File: config.mk
export PLATFORM = sky130hd
export DESIGN_NAME = if_id_skid_flat
export DESIGN_NICKNAME = d
export VERILOG_FILES = /design/src/rtl/if_id_skid_if.sv /design/src/rtl/if_id_skid.sv /design/src/flat_wrapper.sv
export SDC_FILE = /design/constraint.sdc
export NUM_CORES = 1
export LEC_CHECK = 0
export BUFFER_PORTS_ARGS = -buffer_cell sky130_fd_sc_hd__buf_2
export CAP_MARGIN = 20
export CORE_AREA = 2 2 117 119
export CTS_CLUSTER_SIZE = 24
export DETAILED_ROUTE_END_ITERATION = 8
export DIE_AREA = 0 0 119 121
export GPL_TIMING_DRIVEN = 0
export PLACE_DENSITY_LB_ADDON = 0.12
export SYNTH_ARGS = -nofsm -noshare
export SYNTH_HDL_FRONTEND = slang
export SYNTH_SLANG_ARGS = --single-unit
export TNS_END_PERCENT = 100
File: constraint.sdc
create_clock -name clk -period 2.1 [get_ports clk]
set_input_delay 0.315 -clock clk [delete_from_list [all_inputs] [get_ports clk]]
set_output_delay 0.315 -clock clk [all_outputs]
set_load 0.02 [all_outputs]
File: src/rtl/if_id_skid_if.sv
// Fetch/decode handshake bundle for the IF/ID skid register.
// slave  : the pipeline register itself (consumes the if_* offer, drives id_*)
// master : the surrounding fetch/decode logic (or a testbench)
interface if_id_skid_if #(
    parameter int ADDR_W = 32,
    parameter int INST_W = 32
);
    logic              if_valid;
    logic              if_ready;
    logic [ADDR_W-1:0] if_pc;
    logic [INST_W-1:0] if_inst;
    logic              id_valid;
    logic              id_ready;
    logic [ADDR_W-1:0] id_pc;
    logic [INST_W-1:0] id_inst;

    modport master (
        output if_valid, if_pc, if_inst, id_ready,
        input  if_ready, id_valid, id_pc, id_inst
    );

    modport slave (
        input  if_valid, if_pc, if_inst, id_ready,
        output if_ready, id_valid, id_pc, id_inst
    );
endinterface

File: src/rtl/if_id_skid.sv
// IF/ID pipeline register with a 2-entry (main + skid) buffer.
// if_ready is a pure flop output (!skid_v), id_* come straight from the main
// entry, so there is no combinational path from any input to any output.
// Optional build macro IF_ID_PERF_EN adds saturating stall/flush counters.
module if_id_skid #(
    parameter int                ADDR_W   = 32,
    parameter int                INST_W   = 32,
    parameter logic [INST_W-1:0] NOP_INST = '0
) (
    input  logic         clk,
    input  logic         rst,        // asynchronous, active-low
    input  logic         flush,
    if_id_skid_if.slave  bus
`ifdef IF_ID_PERF_EN
    ,
    output logic [31:0]  stall_cnt,
    output logic [31:0]  flush_cnt
`endif
);

    logic              main_v_q, main_v_d;
    logic              skid_v_q, skid_v_d;
    logic [ADDR_W-1:0] main_pc_q, main_pc_d;
    logic [INST_W-1:0] main_inst_q, main_inst_d;
    logic [ADDR_W-1:0] skid_pc_q, skid_pc_d;
    logic [INST_W-1:0] skid_inst_q, skid_inst_d;
    logic              push;
    logic              pop;

    // A full skid entry blocks new input until it has drained into main.
    assign push = bus.if_valid & ~skid_v_q;
    assign pop  = main_v_q & bus.id_ready;

    assign bus.if_ready = ~skid_v_q;
    assign bus.id_valid = main_v_q;
    assign bus.id_pc    = main_pc_q;
    assign bus.id_inst  = main_inst_q;

    // Next-state selection: flush wins, then advance, then stall/park in skid.
    always_comb begin
        main_v_d    = main_v_q;
        skid_v_d    = skid_v_q;
        main_pc_d   = main_pc_q;
        main_inst_d = main_inst_q;
        skid_pc_d   = skid_pc_q;
        skid_inst_d = skid_inst_q;
        if (flush) begin
            // Any simultaneous offer is dropped; fetch is redirecting too.
            main_v_d    = 1'b0;
            skid_v_d    = 1'b0;
            main_pc_d   = '0;
            main_inst_d = NOP_INST;
        end else if (pop || !main_v_q) begin
            if (skid_v_q) begin
                // Older skid entry goes first to keep program order.
                main_v_d    = 1'b1;
                skid_v_d    = 1'b0;
                main_pc_d   = skid_pc_q;
                main_inst_d = skid_inst_q;
            end else if (push) begin
                main_v_d    = 1'b1;
                main_pc_d   = bus.if_pc;
                main_inst_d = bus.if_inst;
            end else begin
                // Bubble: present a clean NOP so decode never sees stale data.
                main_v_d    = 1'b0;
                main_pc_d   = '0;
                main_inst_d = NOP_INST;
            end
        end else if (push) begin
            // Decode stalled with main occupied: catch the in-flight offer.
            skid_v_d    = 1'b1;
            skid_pc_d   = bus.if_pc;
            skid_inst_d = bus.if_inst;
        end
    end

    // State registers; reset discards both entries immediately.
    always_ff @(posedge clk or negedge rst) begin
        if (!rst) begin
            main_v_q    <= 1'b0;
            skid_v_q    <= 1'b0;
            main_pc_q   <= '0;
            main_inst_q <= NOP_INST;
            skid_pc_q   <= '0;
            skid_inst_q <= NOP_INST;
        end else begin
            main_v_q    <= main_v_d;
            skid_v_q    <= skid_v_d;
            main_pc_q   <= main_pc_d;
            main_inst_q <= main_inst_d;
            skid_pc_q   <= skid_pc_d;
            skid_inst_q <= skid_inst_d;
        end
    end

`ifdef IF_ID_PERF_EN
    logic [31:0] stall_cnt_q;
    logic [31:0] flush_cnt_q;

    function automatic logic [31:0] sat_inc(input logic [31:0] v);
        return (v == 32'hFFFF_FFFF) ? v : v + 32'd1;
    endfunction

    // Count decode stall cycles and flushes that actually killed something.
    always_ff @(posedge clk or negedge rst) begin
        if (!rst) begin
            stall_cnt_q <= '0;
            flush_cnt_q <= '0;
        end else begin
            if (main_v_q && !bus.id_ready) begin
                stall_cnt_q <= sat_inc(stall_cnt_q);
            end
            if (flush && (main_v_q || skid_v_q)) begin
                flush_cnt_q <= sat_inc(flush_cnt_q);
            end
        end
    end

    assign stall_cnt = stall_cnt_q;
    assign flush_cnt = flush_cnt_q;
`endif

endmodule
File: src/flat_wrapper.sv
// flat-port wrapper written by rule: the top's interface ports become plain ports
module if_id_skid_flat 
#(
    parameter int                ADDR_W   = 32,
    parameter int                INST_W   = 32,
    parameter logic [INST_W-1:0] NOP_INST = '0
)
  (clk, rst, flush, bus_if_valid, bus_if_pc, bus_if_inst, bus_id_ready, bus_if_ready, bus_id_valid, bus_id_pc, bus_id_inst);
  if_id_skid_if #(.ADDR_W(ADDR_W), .INST_W(INST_W)) bus_i ();
  input  logic clk;
  input  logic rst;
  input  logic flush;
  input wire logic [$bits(bus_i.if_valid)-1:0] bus_if_valid;
  input wire logic [$bits(bus_i.if_pc)-1:0] bus_if_pc;
  input wire logic [$bits(bus_i.if_inst)-1:0] bus_if_inst;
  input wire logic [$bits(bus_i.id_ready)-1:0] bus_id_ready;
  output wire logic [$bits(bus_i.if_ready)-1:0] bus_if_ready;
  output wire logic [$bits(bus_i.id_valid)-1:0] bus_id_valid;
  output wire logic [$bits(bus_i.id_pc)-1:0] bus_id_pc;
  output wire logic [$bits(bus_i.id_inst)-1:0] bus_id_inst;
  assign bus_i.if_valid = bus_if_valid;
  assign bus_i.if_pc = bus_if_pc;
  assign bus_i.if_inst = bus_if_inst;
  assign bus_i.id_ready = bus_id_ready;
  assign bus_if_ready = bus_i.if_ready;
  assign bus_id_valid = bus_i.id_valid;
  assign bus_id_pc = bus_i.id_pc;
  assign bus_id_inst = bus_i.id_inst;
  if_id_skid #(.ADDR_W(ADDR_W), .INST_W(INST_W), .NOP_INST(NOP_INST)) u_core (.clk(clk), .rst(rst), .flush(flush), .bus(bus_i));
endmodule
==> results.toml <==
[critical_path]
cp.buffers_inverters = 4
crit_chain = "buf_2 -> clkbuf_2 -> inv_1 -> buf_2"
cp_slowest_cell = "dfrtp_1"
worst_path_largest_cell_delay_ps = 390
worstSetupPathType = "reg -> out"
end_kind = "output pin"
crit_top_cell = "buf_2"
path_max_fanout = 10
cp-start-kind = "register"
cp.required_ps = 1780
critPathArrivalTime_ps = 1580
crit_family = "buffers and inverters"

[routing]
wl_mm = 13.7
antenna_left = 0
num_vias = 4271
viasPerCell = 5.08
drt-initial-drc-count = 252
wl_per_cell_um = 16.3
drc_errors = 0
firstDrtPassIters = 4

[clock_tree]
cts-root-buf = "clkbuf_16"
clkTransAtPathRegs_ps = 50
cts.sinks = 130
cts_buffer_depth = 2
cts_tree = "built"
cts_made_buffers = 17
postCtsSetupBuffers = 0
htreeDepth = 4
clk-insertion-delay-late_ps = 420

[final_layout]
final_core_util = 0.540
syn2layout_area_growth_pct = 27.1
n_antenna_cell = 0
layout.nets = 721
fin_area_um2 = 7070
drive_above_1_share = 0.278

[logic_synthesis]
synth_area_per_cell_um2 = 11.2
async_flop_share = 1.00
synth_nets = 566
synthTopCellsByCount = "130 x dfrtp_1, 126 x nand2_1, 65 x a22o_1"
yosys_warnings = 0
netlist_area_um2 = 5560
netlist-cell-type-count = 17
yosysMostFrequentCell = "dfrtp_1"
ys.flop_type = "dfrtp_1"
ys_ff_latch = 130
synth_edf_count = 0
yosysTopAreaCell = "dfrtp_1"
synth.area.top_cells = "dfrtp_1 59%, mux2_1 12%, a22o_1 10%, nand2_1 8.5%, o21ai_0 5.7%"
synth_top_area_share = 0.585
seq_area_frac_synth = 0.585
synthCells = 497

[floorplan]
start_util = 0.425
ioPinCount = 135
die_x_um = 119
die-area_um2 = 14400
dieHeight_um = 121
num_rows = 42
core_area_um2 = 13100

[timing]
skew_ps = 5.42
final_max_slew_viol_count = 0
slew_headroom = 0.544
hold_violations = 0
fmax_mhz = 527
min_period_ps = 1900
tightest_slew_ps = 684
grt_setup_unrepaired = "no"
setup_violations = 0
layout_worst_path_cycle_share = 0.904

[power_and_ir_drop]
p_leak_nw = 3.51
ir_worst_vdd_v = 0.000469
powerDensity_nw_per_um2 = 950
clkPwrFrac = 0.423
p_sw_mw = 1.64
pwr-share-seq = 0.461
switching_share = 0.245
p_comb_frac = 0.116
internal_power_mw = 5.07

[grt]
grt_overflow = 0
grt_pass1_wl_mm = 22.4
grt_max_degree = 75
grt_pass1_vias = 4272
groute.usage.overall = 0.203
antenna_found_initial = 0

[worst_hold_path]
hold_class = "in -> reg"

[placement]
hpwl_mm = 9.36
postPlaceCellArea_um2 = 6480
globalplace.congestion = 0.749
portBuffers = 134

[run]
drv_cap = 0

[outcome]
status = "finished clean"
[layer usage]
metal | GRT usage | wire length, um
met5 | 0 | 0
met4 | 0.0759 | 215
met3 | 0.0564 | 773
met2 | 0.315 | 6410
met1 | 0.272 | 6280
[worst paths after layout]
path | slack (ps) | from | endpoint | cells past startpoint
setup / recovery | 200 | u_core.skid_v_q$_DFFE_PN0P_ | bus_if_ready | 4
hold / removal | 120 | bus_if_pc[28] | u_core.skid_pc_q[28]$_DFFE_PN0P_ | 2
setup reg to reg | 250 | u_core.skid_v_q$_DFFE_PN0P_ | u_core.skid_inst_q[29]$_DFFE_PN0P_ | 5
hold reg to reg | 490 | u_core.skid_pc_q[17]$_DFFE_PN0P_ | u_core.skid_pc_q[17]$_DFFE_PN0P_ | 1
max in group asynchronous | 890 | rst | u_core.skid_inst_q[10]$_DFFE_PN0P_ | 3
min in group asynchronous | 500 | rst | u_core.bus.id_pc[10]$_DFFE_PN0P_ | 2
[metrics by stage]
step	instances	hold WS (ps)	TNS, ps	power [mW]	setup slack (ps)
2_1_floorplan	497	19.4	0	3.58	569
5_1_grt	841	114	0	7.05	103
3_3_place_gp	807	473	-134630	3.87	-1040
3_5_place_dp	808	393	0	3.93	215
6_report	841	123	0	6.71	201
4_1_cts	841	110	0	6.78	33.6
[registers in the layout (all words and copies together), names as in the netlist]
signal	flops
u_core.bus.id_pc	32
u_core.bus.id_valid	1
u_core.bus.id_inst	32
u_core.skid_pc_q	32
u_core.skid_v_q	1
u_core.skid_inst_q	32
[area by class of cell]
cell class              instances  area [um2]
fillers                      1195        6020
flip-flops and latches        130        3250
multi-input cells             325        2130
repair buffers                136         714
clock buffers                  28         527
well taps                     176         220
plain buffers                  40         169
clock inverters                 4        45.0
inverters                       2        7.51
[cells by family after synthesis]
kind of cell	count (synthesis)	share of synthesized area
AND/OR/NAND/NOR	131	0.0918
AO/OA/AOI/OAI	130	0.162
flip-flops	130	0.585
multiplexers	64	0.130
buffers and inverters	42	0.0315
[timing repair]
action,4_1_cts,5_1_grt
gates resized for setup,0,2
endpoints found under the hold margin,73,0
setup endpoints to repair,0,1
hold buffers,1,0
[placed cells by master (no fill, tap or decap)]
master         count
a21oi_2            1
a22o_1            65
buf_1              2
buf_16             1
buf_2            147
buf_6              1
bufinv_16          1
clkbuf_1          28
clkbuf_16         17
clkbuf_2           1
clkbuf_8           6
clkinv_2           3
dfrtp_1          130
dlygate4sd3_1      1
inv_1              2
mux2_1            60
mux2_2             4
nand2_1          126
nand2_2            1
nor2_1             1
nor2b_1            1
nor2b_2            1
nor3b_2            1
o21ai_0           63
o21bai_1           1
[power groups by stage]
stage / combinational (mW) / clock [mW] / sequential (mW)
global route: 0.878 / 3.03 / 3.14
CTS: 0.799 / 2.89 / 3.09
floorplan: 0.418 / 0 / 3.16
detailed placement: 0.795 / 0 / 3.13
finish: 0.779 / 2.84 / 3.09
global placement: 0.761 / 0 / 3.11
(Power assumes the default switching activity.)
